### src/rtl/golden_nonce_tx.sv
// Buffers golden nonces in a small FIFO and sends each one LSB byte first over an 8N1 UART.
// Define GNTX_SYNC_EN to put a 0xAA sync byte in front of every nonce.
module golden_nonce_tx #(
    parameter int BAUD_DIV   = 104,
    parameter int FIFO_DEPTH = 4
) (
    input  logic                          hash_clk,
    input  logic                          rst_n,
    input  logic [31:0]                   golden_nonce,
    input  logic                          golden_nonce_match,
    input  logic                          clr_ovf,
    output logic                          txd,
    output logic                          busy,
    output logic                          overflow,
    output logic [$clog2(FIFO_DEPTH):0]   fifo_count
);

    localparam int PTR_W = $clog2(FIFO_DEPTH);
    localparam int CNT_W = $clog2(BAUD_DIV);
    localparam logic [CNT_W-1:0] BAUD_MAX = CNT_W'(BAUD_DIV - 1);
    localparam logic [PTR_W:0]   FULL_CNT = (PTR_W + 1)'(FIFO_DEPTH);
    localparam logic [7:0]       SYNC_BYTE = 8'hAA;
`ifdef GNTX_SYNC_EN
    localparam bit         SYNC_EN   = 1'b1;
    localparam logic [2:0] LAST_BYTE = 3'd4;
`else
    localparam bit         SYNC_EN   = 1'b0;
    localparam logic [2:0] LAST_BYTE = 3'd3;
`endif

    typedef enum logic [1:0] {IDLE, START, DATA, STOP} state_t;

    state_t             state_q, state_d;
    logic [CNT_W-1:0]   baud_cnt_q, baud_cnt_d;
    logic [2:0]         bit_cnt_q, bit_cnt_d;
    logic [2:0]         byte_cnt_q, byte_cnt_d;
    logic [31:0]        shreg_q, shreg_d;
    logic               txd_q, txd_d;
    logic               busy_q, busy_d;
    logic               overflow_q, overflow_d;
    logic [PTR_W-1:0]   wr_ptr_q, wr_ptr_d;
    logic [PTR_W-1:0]   rd_ptr_q, rd_ptr_d;
    logic [PTR_W:0]     count_q, count_d;
    logic [31:0]        mem [FIFO_DEPTH];

    logic               full, pop, push, drop;
    logic [31:0]        head;
    logic [7:0]         cur_byte;
    logic [2:0]         next_bit;

    always_comb begin
        full       = (count_q == FULL_CNT);
        pop        = (state_q == IDLE) && (count_q != '0);
        push       = golden_nonce_match && (!full || pop);
        drop       = golden_nonce_match && !push;
        head       = mem[rd_ptr_q];
        wr_ptr_d   = push ? wr_ptr_q + PTR_W'(1) : wr_ptr_q;
        rd_ptr_d   = pop ? rd_ptr_q + PTR_W'(1) : rd_ptr_q;
        count_d    = count_q;
        if (push && !pop) begin
            count_d = count_q + (PTR_W + 1)'(1);
        end else if (pop && !push) begin
            count_d = count_q - (PTR_W + 1)'(1);
        end
        // A drop in the same cycle as a clear keeps the flag set.
        overflow_d = drop | (overflow_q & ~clr_ovf);

        cur_byte   = (SYNC_EN && byte_cnt_q == 3'd0) ? SYNC_BYTE : shreg_q[7:0];
        next_bit   = bit_cnt_q + 3'd1;

        state_d    = state_q;
        baud_cnt_d = baud_cnt_q;
        bit_cnt_d  = bit_cnt_q;
        byte_cnt_d = byte_cnt_q;
        shreg_d    = shreg_q;
        txd_d      = txd_q;
        busy_d     = busy_q;

        case (state_q)
            IDLE: begin
                if (pop) begin
                    state_d    = START;
                    shreg_d    = head;
                    byte_cnt_d = 3'd0;
                    baud_cnt_d = BAUD_MAX;
                    txd_d      = 1'b0;
                    busy_d     = 1'b1;
                end
            end
            START: begin
                if (baud_cnt_q == '0) begin
                    state_d    = DATA;
                    bit_cnt_d  = 3'd0;
                    baud_cnt_d = BAUD_MAX;
                    txd_d      = cur_byte[0];
                end else begin
                    baud_cnt_d = baud_cnt_q - CNT_W'(1);
                end
            end
            DATA: begin
                if (baud_cnt_q == '0) begin
                    baud_cnt_d = BAUD_MAX;
                    if (bit_cnt_q == 3'd7) begin
                        state_d = STOP;
                        txd_d   = 1'b1;
                    end else begin
                        bit_cnt_d = next_bit;
                        txd_d     = cur_byte[next_bit];
                    end
                end else begin
                    baud_cnt_d = baud_cnt_q - CNT_W'(1);
                end
            end
            STOP: begin
                if (baud_cnt_q == '0) begin
                    baud_cnt_d = BAUD_MAX;
                    if (byte_cnt_q == LAST_BYTE) begin
                        state_d = IDLE;
                        busy_d  = 1'b0;
                        txd_d   = 1'b1;
                    end else begin
                        state_d    = START;
                        txd_d      = 1'b0;
                        byte_cnt_d = byte_cnt_q + 3'd1;
                        // The sync byte is not held in the shift register, so no shift after it.
                        if (!(SYNC_EN && byte_cnt_q == 3'd0)) begin
                            shreg_d = shreg_q >> 8;
                        end
                    end
                end else begin
                    baud_cnt_d = baud_cnt_q - CNT_W'(1);
                end
            end
            default: state_d = IDLE;
        endcase
    end

    always_ff @(posedge hash_clk or negedge rst_n) begin
        if (!rst_n) begin
            state_q    <= IDLE;
            baud_cnt_q <= '0;
            bit_cnt_q  <= '0;
            byte_cnt_q <= '0;
            shreg_q    <= '0;
            txd_q      <= 1'b1;
            busy_q     <= 1'b0;
            overflow_q <= 1'b0;
            wr_ptr_q   <= '0;
            rd_ptr_q   <= '0;
            count_q    <= '0;
        end else begin
            state_q    <= state_d;
            baud_cnt_q <= baud_cnt_d;
            bit_cnt_q  <= bit_cnt_d;
            byte_cnt_q <= byte_cnt_d;
            shreg_q    <= shreg_d;
            txd_q      <= txd_d;
            busy_q     <= busy_d;
            overflow_q <= overflow_d;
            wr_ptr_q   <= wr_ptr_d;
            rd_ptr_q   <= rd_ptr_d;
            count_q    <= count_d;
        end
    end

    // Storage needs no reset: the pointers and count define what is valid.
    always_ff @(posedge hash_clk) begin
        if (push) begin
            mem[wr_ptr_q] <= golden_nonce;
        end
    end

    assign txd        = txd_q;
    assign busy       = busy_q;
    assign overflow   = overflow_q;
    assign fifo_count = count_q;

endmodule

### config.mk
export PLATFORM = sky130hd
export DESIGN_NAME = golden_nonce_tx
export DESIGN_NICKNAME = d
export VERILOG_FILES = /design/src/rtl/golden_nonce_tx.sv
export SDC_FILE = /design/constraint.sdc
export NUM_CORES = 1
export LEC_CHECK = 0
export CORE_MARGIN = 2
export CORE_UTILIZATION = 41
export CTS_CLUSTER_DIAMETER = 30
export CTS_CLUSTER_SIZE = 28
export DETAILED_ROUTE_END_ITERATION = 12
export DONT_BUFFER_PORTS = 1
export PLACE_DENSITY_LB_ADDON = 0.25
export SLEW_MARGIN = 10
export SYNTH_ARGS = -nofsm -noshare
export SYNTH_HDL_FRONTEND = slang
export SYNTH_SLANG_ARGS = --single-unit
### constraint.sdc
create_clock -name hash_clk -period 3.3 [get_ports hash_clk]
set_input_delay 0.99 -clock hash_clk [delete_from_list [all_inputs] [get_ports hash_clk]]
set_output_delay 0.99 -clock hash_clk [all_outputs]
set_load 0.02 [all_outputs]
======== Word-level counts from Yosys, hierarchy flattened ========
Memories as Yosys holds them, arrays and structs flattened.
Index checks and enable logic that the tools add are counted.
storage, ports and cells
  bits of input ports ..................... 36
  RAM bits ................................ 128
  memories ................................ 1
  word-level logic and storage cells ...... 97
  output and inout port bits .............. 6
  flip-flop bits (word level) ............. 57
cells by class
  bitwise gates (word level) .............. 3
  add/sub/neg operators ................... 7
  reductions and logical operators ........ 21
  order comparisons ....................... 1
  multiplexer cells ....................... 39
  eq/ne operators ......................... 14
memories
  name  depth  width  read ports  clocked after Yosys merged registers in  write ports  line  source
  mem   4      32     1           0                                        1            44    logic [31:0] mem [FIFO_DEPTH];
operators with widths
  operator             number
  $mux 32              3
  $pmux 32 s2          1
  $mux 3               8
  $ne 2x2->1 const B   8
  $reduce_and 4->1     4
  $mux 7               2
  $pmux 7 s2           1
  $mux 1               13
  $pmux 3 s2           2
  $mux 2               5
  $add 3x1->3 const B  3
  $pmux 2 s4           1
  $logic_not 7->1      1
  $sub 7x1->7 const B  1
  $eq 3x3->1 const B   2
  $reduce_bool 2->1    3
  $logic_and 1x1->1    5
  $reduce_and 5->1     1
  $add 2x1->2 const B  2
  $eq 2x2->1 const B   2
  $lt 3x4->1 const B   1
  $pmux 1 s4           1
  $bmux 1 s3           1
  $eq 3x2->1 const B   1
  11 further kinds     13

======== Logic depth before layout (Yosys ltp) ========
Gate-level depths: netlist (run 1).
  depth after elaboration ................. 8
  mapped depth ............................ 11
  mapped depth without buffers ............ 10

======== Worst setup path after synthesis (run 1) ========
OpenSTA, ideal clock, no wires.
  path type ............................... input port to flip-flop
  start ................................... in golden_nonce_match
  end ..................................... mem mem[0][0], enable pin
  stages on the path ...................... 3
  path buffers ............................ 1
  slack ................................... 756 ps
  library setup time ...................... 392 ps
  required time ........................... 2908 ps
  arrival time ............................ 2152 ps
  path through ............................ nor2b_1 > clkbuf_1 > and2_1
between the ends
  word-level cells in the longest chain between the ends .. 3
ends and longest elaborated chain
  element                       line  source
  from (decl)                   10    input logic golden_nonce_match,
  $logic_and 1x1->1             54    push = golden_nonce_match && (!full || pop);
  net push                      46    logic full, pop, push, drop;
  $mux 1                        168   if (push) begin
  $mux 1 (not written as such)  169   mem[wr_ptr_q] <= golden_nonce;
  to (decl)                     44
The timed path passes the listed nets, and every way through them passes these cells.

======== Worst setup path after layout (run 1) ========
  start ................................... reg state_q[0]
  end ..................................... reg count_q[1], in the netlist fifo_count[1]
between the ends
  elaborated cells on any way between the ends .. 10
  classes of those cells .................. 1 x mux; 9 x reduce/logical
RTL lines
  element                 line  source
  from (decl)             33    state_t state_q, state_d;
  from (signal assigned)  152   state_q <= state_d;
  $logic_not 2->1 *       53    pop = (state_q == IDLE) && (count_q != '0);
  $logic_and 1x1->1 *     53
  $logic_or 1x1->1        54
  $logic_and 1x1->1       54
  $logic_and 1x1->1 *     60    if (push && !pop) begin
  $mux 3 *                60
  net count_d[1]          43    logic [PTR_W:0] count_q, count_d;
  to (signal assigned)    162   count_q <= count_d;
  to (decl)               43
The timed path passes the listed nets; every way through them passes the cells marked *.
A chain may end at the register's enable or synchronous reset.

==> qor.csv, run 1 <==
stage;metric;value;unit
floorplan;Initial Util;41.5;%
sta;slew at the pin closest to its max-slew limit;0.668;ns
clocking;post-CTS setup buffers;0;
yosys;synth unique cells;48;
floorplan;die width;141;µm
setup_path;worst path arrival time;2.88;ns
drt;DRT antenna net count;0;
clocking;# hold bufs at CTS;0;
yosys;post-synthesis sequential area ratio;68.7;%
yosys;Mapped Area;7680;µm²
global_routing;gr usage total;14.7;%
floorplan;die area;19800;µm²
pwr;power per cell area;956;nW/µm²
run_status;outcome;completed;
cells_and_area;# nets final;473;
drt;Routed WL per cell;20.2;µm
cells_and_area;number of diodes;0;
sta;count of final setup violators;0;
global_routing;largest net degree at the start of global routing;58;
clocking;clock buffers created by TritonCTS;17;
drt;# DRC;0;
drt;1st-pass router iterations;4;
cells_and_area;Layout Cells excl Fill;668;
pwr;worst vdd ir;0.423;mV
setup_path;CP required;3.61;ns
sta;Setup TNS;0;ns
drt;Avg Vias per Cell;5.37;
global_routing;initial antenna violation count;0;
floorplan;CORE AREA;18500;µm²
sta;Tmin final;2.58;ns
placed_design;HPWL Detailed;8.22;mm
clocking;H-tree Lvls;4;
setup_path;CP Capture Type;register;
yosys;share of flip-flops with an asynchronous set or reset;30.8;%
sta;setup ws final;0.723;ns
sta;Slew Limit Fails;0;
cells_and_area;Design Area, Final;8550;µm²
global_routing;global-route wire length before repair;21.8;mm
global_routing;vias in the first global route;3946;
sta;hold slack final;0.258;ns
sta;Final Hold Fails;0;
clocking;Clock Latency Late Sink;0.43;ns
cells_and_area;most frequent cells in the layout;edfxtp_1 (128), dfrtp_1 (55), mux4_2 (34), mux2_2 (34), mux2_4 (18);
clocking;post_cts resized;0;
yosys;Synth Flop Type;edfxtp_1;
setup_path;critical path fanouts, max;8;
cells_and_area;layout cells sized above 1;30.4;%
min_path;hold crit path type;input port to async pin;
floorplan;Die H;141;µm
placed_design;RD Place Congestion;0.739;
yosys;Syn Inst Count;409;
yosys;synthesized net count;461;
cells_and_area;commonest non-fill, non-tap cell in the layout;edfxtp_1;
sta;RSZ-0062 raised after global routing;no;
yosys;syn avg cell area;18.8;µm²
floorplan;number of I/O pins;42;
drt;final wirelength;13.5;mm
cells_and_area;synth-to-layout area growth;11.3;%
yosys;Post-synth EDFFs;128;
placed_design;pre-CTS WS;0.625;ns
placed_design;Placed Cells;636;
clocking;Reg clk slew, reported paths;0.07;ns
sta;fmax;388;MHz
setup_path;WS Path Type;register to register;
drt;Via Count;3586;
placed_design;IO buf count;0;
yosys;Yosys warnings;0;
floorplan;Cell Rows;50;
clocking;Root Driver;clkbuf_16;
placed_design;Area after DPL;7940;µm²
clocking;CTS max path bufs;2;
sta;fin crit share;78.1;%
sta;relative slew slack;55.3;%
setup_path;CP startpoint kind;register;
pwr;Pleak;3.07;nW
run;max_cap viols;0;
global_routing;global route overflow;0;
clocking;clock sink total;185;
clocking;TritonCTS clock tree;done;
yosys;Yosys reg bits;185;
drt;initial DRC count;213;
sta;clk_skew;0.0120;ns
metal layers:
layer | global-route usage [%] | part of all wire, %
met5 | 0 | 0
met4 | 4.11 | 0.86
met3 | 4.72 | 4.6
met2 | 24.5 | 51
met1 | 18.6 | 44
worst paths after layout:
kind / start / endpoint / slack [ns] / depth (start not counted)
max: state_q[0] / fifo_count[1] / 0.72 / 8
min: rst_n / baud_cnt_q[6] / 0.26 / 0
max reg2reg: state_q[0] / fifo_count[1] / 0.72 / 8
min reg2reg: baud_cnt_q[6] / baud_cnt_q[6] / 0.50 / 1
max in group asynchronous: rst_n / txd / 2.87 / 0
min in group hash_clk: baud_cnt_q[6] / baud_cnt_q[6] / 0.50 / 1
metrics by stage:
| stage | utilization (%) | total power [mW] |
|---|---|---|
| after floorplan | - | 5.60 |
| after global placement | 42.9 | 6.14 |
| after detailed placement | 42.9 | 6.23 |
| after CTS | 46.2 | 8.30 |
| after global routing | 46.2 | 8.63 |
| final | 46.2 | 8.17 |
kinds of logic (layout without fill, tap and decap cells):
group	Yosys count	count (layout)	synth area share, %
compound gates	45	45	4.27
xor+xnor	6	6	0.685
fa+ha+maj	16	16	2.71
buf+inv	30	55	2.15
flops	185	185	68.7
mux	88	88	18.7
simple gates	39	39	2.79
synthesized netlist by cell type (2+ instances only):
| cell type | count | area [µm²] |
|---|---|---|
| dfrtp_1 | 56 | 1400 |
| nor3_1 | 5 | 25.0 |
| edfxtp_1 | 128 | 3840 |
| a22o_1 | 14 | 123 |
| mux4_2 | 34 | 766 |
| nor2b_1 | 2 | 12.5 |
| nand3_1 | 2 | 10.0 |
| buf_6 | 2 | 22.5 |
| xnor2_1 | 3 | 26.3 |
| mux2_2 | 34 | 383 |
| nor2_1 | 10 | 37.5 |
| inv_1 | 13 | 48.8 |
| a221oi_1 | 2 | 17.5 |
| ha_1 | 15 | 188 |
| o21a_1 | 2 | 15.0 |
| nand2b_1 | 2 | 12.5 |
| xor2_1 | 3 | 26.3 |
| mux2_4 | 18 | 270 |
| nand2_1 | 7 | 26.3 |
| clkbuf_1 | 8 | 30.0 |
| and2_1 | 4 | 25.0 |
| buf_2 | 4 | 20.0 |
| mux2i_1 | 2 | 20.0 |
| a21oi_1 | 2 | 10.0 |
| buf_12 | 2 | 40.0 |
| o21ai_0 | 13 | 65.1 |
layout make-up:
class / count / area [µm²]
Clock inverter: 12 / 158
Multi-Input combinational cell: 194 / 2240
Tap cell: 234 / 293
Timing Repair Buffer: 10 / 87.6
Sequential cell: 185 / 5270
Inverter: 13 / 48.8
Clock buffer: 20 / 447
Fill cell: 1615 / 9970
flip-flops by register name, indices dropped and copies added, names as in the netlist:
register and cells:
txd 1, wr_ptr_q 2, byte_cnt_q 3, rd_ptr_q 2, shreg_q 32, fifo_count 3, bit_cnt_q 3, mem 128
baud_cnt_q 7, overflow 1, state_q 2, busy 1
critical path, stage by stage, from the launching register on:
cell,delay (ns)
dfrtp_1,0.41
inv_1,0.11
ha_1,0.26
nor4b_1,0.45
nor2b_1,0.23
ha_1,0.25
inv_1,0.08
fa_1,0.41
mux2_2,0.26
where the power goes:
group | total [mW] | internal (mW) | switching [mW]
sequential | 3.52 | 3.17 | 0.351
combinational | 2.60 | 1.39 | 1.21
clock | 2.04 | 1.16 | 0.882
Power figures use the tool's default switching activity.
==> inputs of run 2 (changes only) <==
==> constraint.sdc (replaced) <==
create_clock -name hash_clk -period 2.7 [get_ports hash_clk]
set_input_delay 0.81 -clock hash_clk [delete_from_list [all_inputs] [get_ports hash_clk]]
set_output_delay 0.81 -clock hash_clk [all_outputs]
set_load 0.02 [all_outputs]
==> qor.csv, run 2 (synthesis results as in run 1) <==
stage;metric;value;unit;change
run_status;outcome;completed;;
sta;hold slack final;0.0809;ns;-0.177 ns
sta;Tmin final;2.40;ns;-0.177 ns
pwr;Seq pwr share;43.2;%;about the same
cells_and_area;Design Area, Final;8590;µm²;+0.53%
pwr;switching fraction of total power;29.9;%;-0.082 points
placed_design;HPWL Detailed;8.54;mm;+3.9%
sta;RSZ-0062 raised after global routing;no;;
pwr;combinational share of power;32.3;%;+0.5 points
sta;Setup TNS;0;ns;unchanged
cells_and_area;register area;5270;µm²;unchanged
floorplan;number of I/O pins;42;;unchanged
cells_and_area;Top reg by flops;mem;;
min_path;hold crit path type;input port to async pin;;
pwr;Internal;7.04;mW;+23%
sta;slew at the pin closest to its max-slew limit;0.686;ns;+0.0189 ns
cells_and_area;max reg flops;128;;unchanged
cells_and_area;Fillers;1586;;-1.8%
clocking;post-CTS setup buffers;0;;unchanged
drt;# DRC;0;;unchanged
clocking;Clock Latency Late Sink;0.43;ns;about the same
clocking;post_cts resized;0;;unchanged
floorplan;die area;19800;µm²;unchanged
global_routing;vias in the first global route;3861;;-2.2%
cells_and_area;commonest non-fill, non-tap cell in the layout;edfxtp_1;;
drt;DRT antenna net count;0;;unchanged
placed_design;RD Place Congestion;0.735;;-0.53%
setup_path;critical path fanouts, max;4;;-4
drt;Avg Vias per Cell;5.38;;+0.14%
setup_path;worst r2r src;state_q[0];;
setup_path;CP max stage delay;0.41;ns;-0.04 ns
setup_path;CP required;3.00;ns;-0.61 ns
global_routing;initial antenna violation count;0;;unchanged
setup_path;crit path max-delay cell type;dfrtp_1;;
setup_path;WS Path Type;register to register;;
placed_design;Placed Cells;642;;+0.94%
clocking;H-tree Lvls;4;;unchanged
cells_and_area;synth-to-layout area growth;11.9;%;
cells_and_area;most frequent cells in the layout;edfxtp_1 (128), dfrtp_1 (55), mux4_2 (34), mux2_2 (34), mux2_4 (18);;
setup_path;worst path arrival time;2.71;ns;-0.17 ns
floorplan;Initial Util;41.5;%;unchanged
pwr;power per cell area;1170;nW/µm²;+22%
setup_path;cell family with most CP delay;adder cells;;
drt;1st-pass router iterations;4;;unchanged
setup_path;CP startpoint kind;register;;
floorplan;die width;141;µm;unchanged
pwr;worst vdd ir;0.488;mV;+15%
sta;count of final setup violators;0;;unchanged
floorplan;CORE AREA;18500;µm²;unchanged
global_routing;largest net degree at the start of global routing;58;;unchanged
sta;fin crit share;88.9;%;+11 points
sta;Slew Limit Fails;0;;unchanged
pwr;Power, Total;10.0;mW;+23%
clocking;# hold bufs at CTS;0;;unchanged
global_routing;global route overflow;0;;unchanged
setup_path;Worst R2R Path Depth;8;;unchanged
drt;Routed WL per cell;20.3;µm;+0.47%
cells_and_area;final core utilization;46.4;%;+0.24 points
clocking;Root Driver;clkbuf_16;;
global_routing;gr usage total;14.8;%;+0.14 points
floorplan;Cell Rows;50;;unchanged
cells_and_area;number of diodes;0;;unchanged
sta;Final Hold Fails;0;;unchanged
pwr;clock share of power;24.5;%;-0.5 points
cells_and_area;Layout Cells excl Fill;673;;+0.75%
clocking;TritonCTS clock tree;done;;
clocking;clock sink total;185;;unchanged
setup_path;CP Capture Type;register;;
placed_design;Area after DPL;8010;µm²;+0.88%
cells_and_area;layout cells sized above 1;31.2;%;+0.79 points
clocking;Reg clk slew, reported paths;0.06;ns;about the same
sta;relative slew slack;54.1;%;-1.3 points
setup_path;FF-to-FF End;fifo_count[1];;
placed_design;IO buf count;0;;unchanged
setup_path;worst reg2reg setup slack;0.30;ns;-0.42 ns
clocking;CTS max path bufs;2;;unchanged
setup_path;Buf+Inv Stages, Crit Path;2;;unchanged
clocking;clock buffers created by TritonCTS;17;;unchanged
pwr;Switch Pwr;3.00;mW;+23%
sta;clk_skew;0.00787;ns;-0.00417 ns
drt;Via Count;3618;;+0.89%
sta;setup ws final;0.299;ns;-0.423 ns
run;max_cap viols;0;;unchanged
pwr;Pleak;3.10;nW;+1.0%
sta;fmax;417;MHz;+7.4%
setup_path;crit path cell chain;inv_1 -> ha_1 -> nor4b_1 -> nor2b_1 -> ha_1 -> inv_1 -> fa_1 -> mux2_2;;
placed_design;pre-CTS WS;0.298;ns;-0.327 ns
drt;initial DRC count;174;;-18%
floorplan;Die H;141;µm;unchanged
global_routing;global-route wire length before repair;21.8;mm;about the same
cells_and_area;# nets final;479;;+1.3%
cells_and_area;multi-input logic area;2240;µm²;unchanged
drt;final wirelength;13.7;mm;+1.2%
cells_and_area;biggest regs;mem: 128 flops, shreg_q: 32 flops, baud_cnt_q: 7 flops;;
-- run 2: cell types whose count changed in the layout (fill, tap and decap cells not counted), sizes merged --
cell	delta
buf	+6
clkinvlp	-1
-- run 2: final cells by class --
cell class | count | area share, %
sequential | 185 | 61.4
multi-input combinational | 194 | 26.1
clock buffer | 20 | 5.20
tap | 234 | 3.41
timing repair buffer | 16 | 1.83
clock inverter | 11 | 1.54
inverter | 13 | 0.568
-- run 2: worst max path at each step --
stage                                  start            end  slack (ns)  cells past startpoint
after global placement            state_q[0]  fifo_count[1]        0.44                      8
after floorplan           golden_nonce_match      mem[0][0]        0.34                      3
final                             state_q[0]  fifo_count[1]        0.30                      8
after CTS                         state_q[0]  fifo_count[1]        0.29                      8
after global routing              state_q[0]  fifo_count[1]        0.18                      8
after detailed placement          state_q[0]  fifo_count[1]        0.30                      8
-- run 2: metal layers --
| metal | up-vias | GRT usage (%) | wire length [µm] |
|---|---|---|---|
| li1 | 1642 | - | - |
| met1 | 1906 | 18.0 | 5970 |
| met2 | 59 | 25.1 | 6930 |
| met3 | 11 | 5.10 | 597 |
| met4 | 0 | 4.47 | 158 |
| met5 | - | 0 | 0 |
-- run 2: power groups by stage --
stage                     logic, mW  clock network [mW]  registers [mW]
after global placement         3.25                   0            4.36
after CTS                      3.32                2.51            4.34
after detailed placement       3.31                   0            4.39
final                          3.24                2.46            4.34
after global routing           3.52                2.62            4.43
after floorplan                2.63                   0            4.22
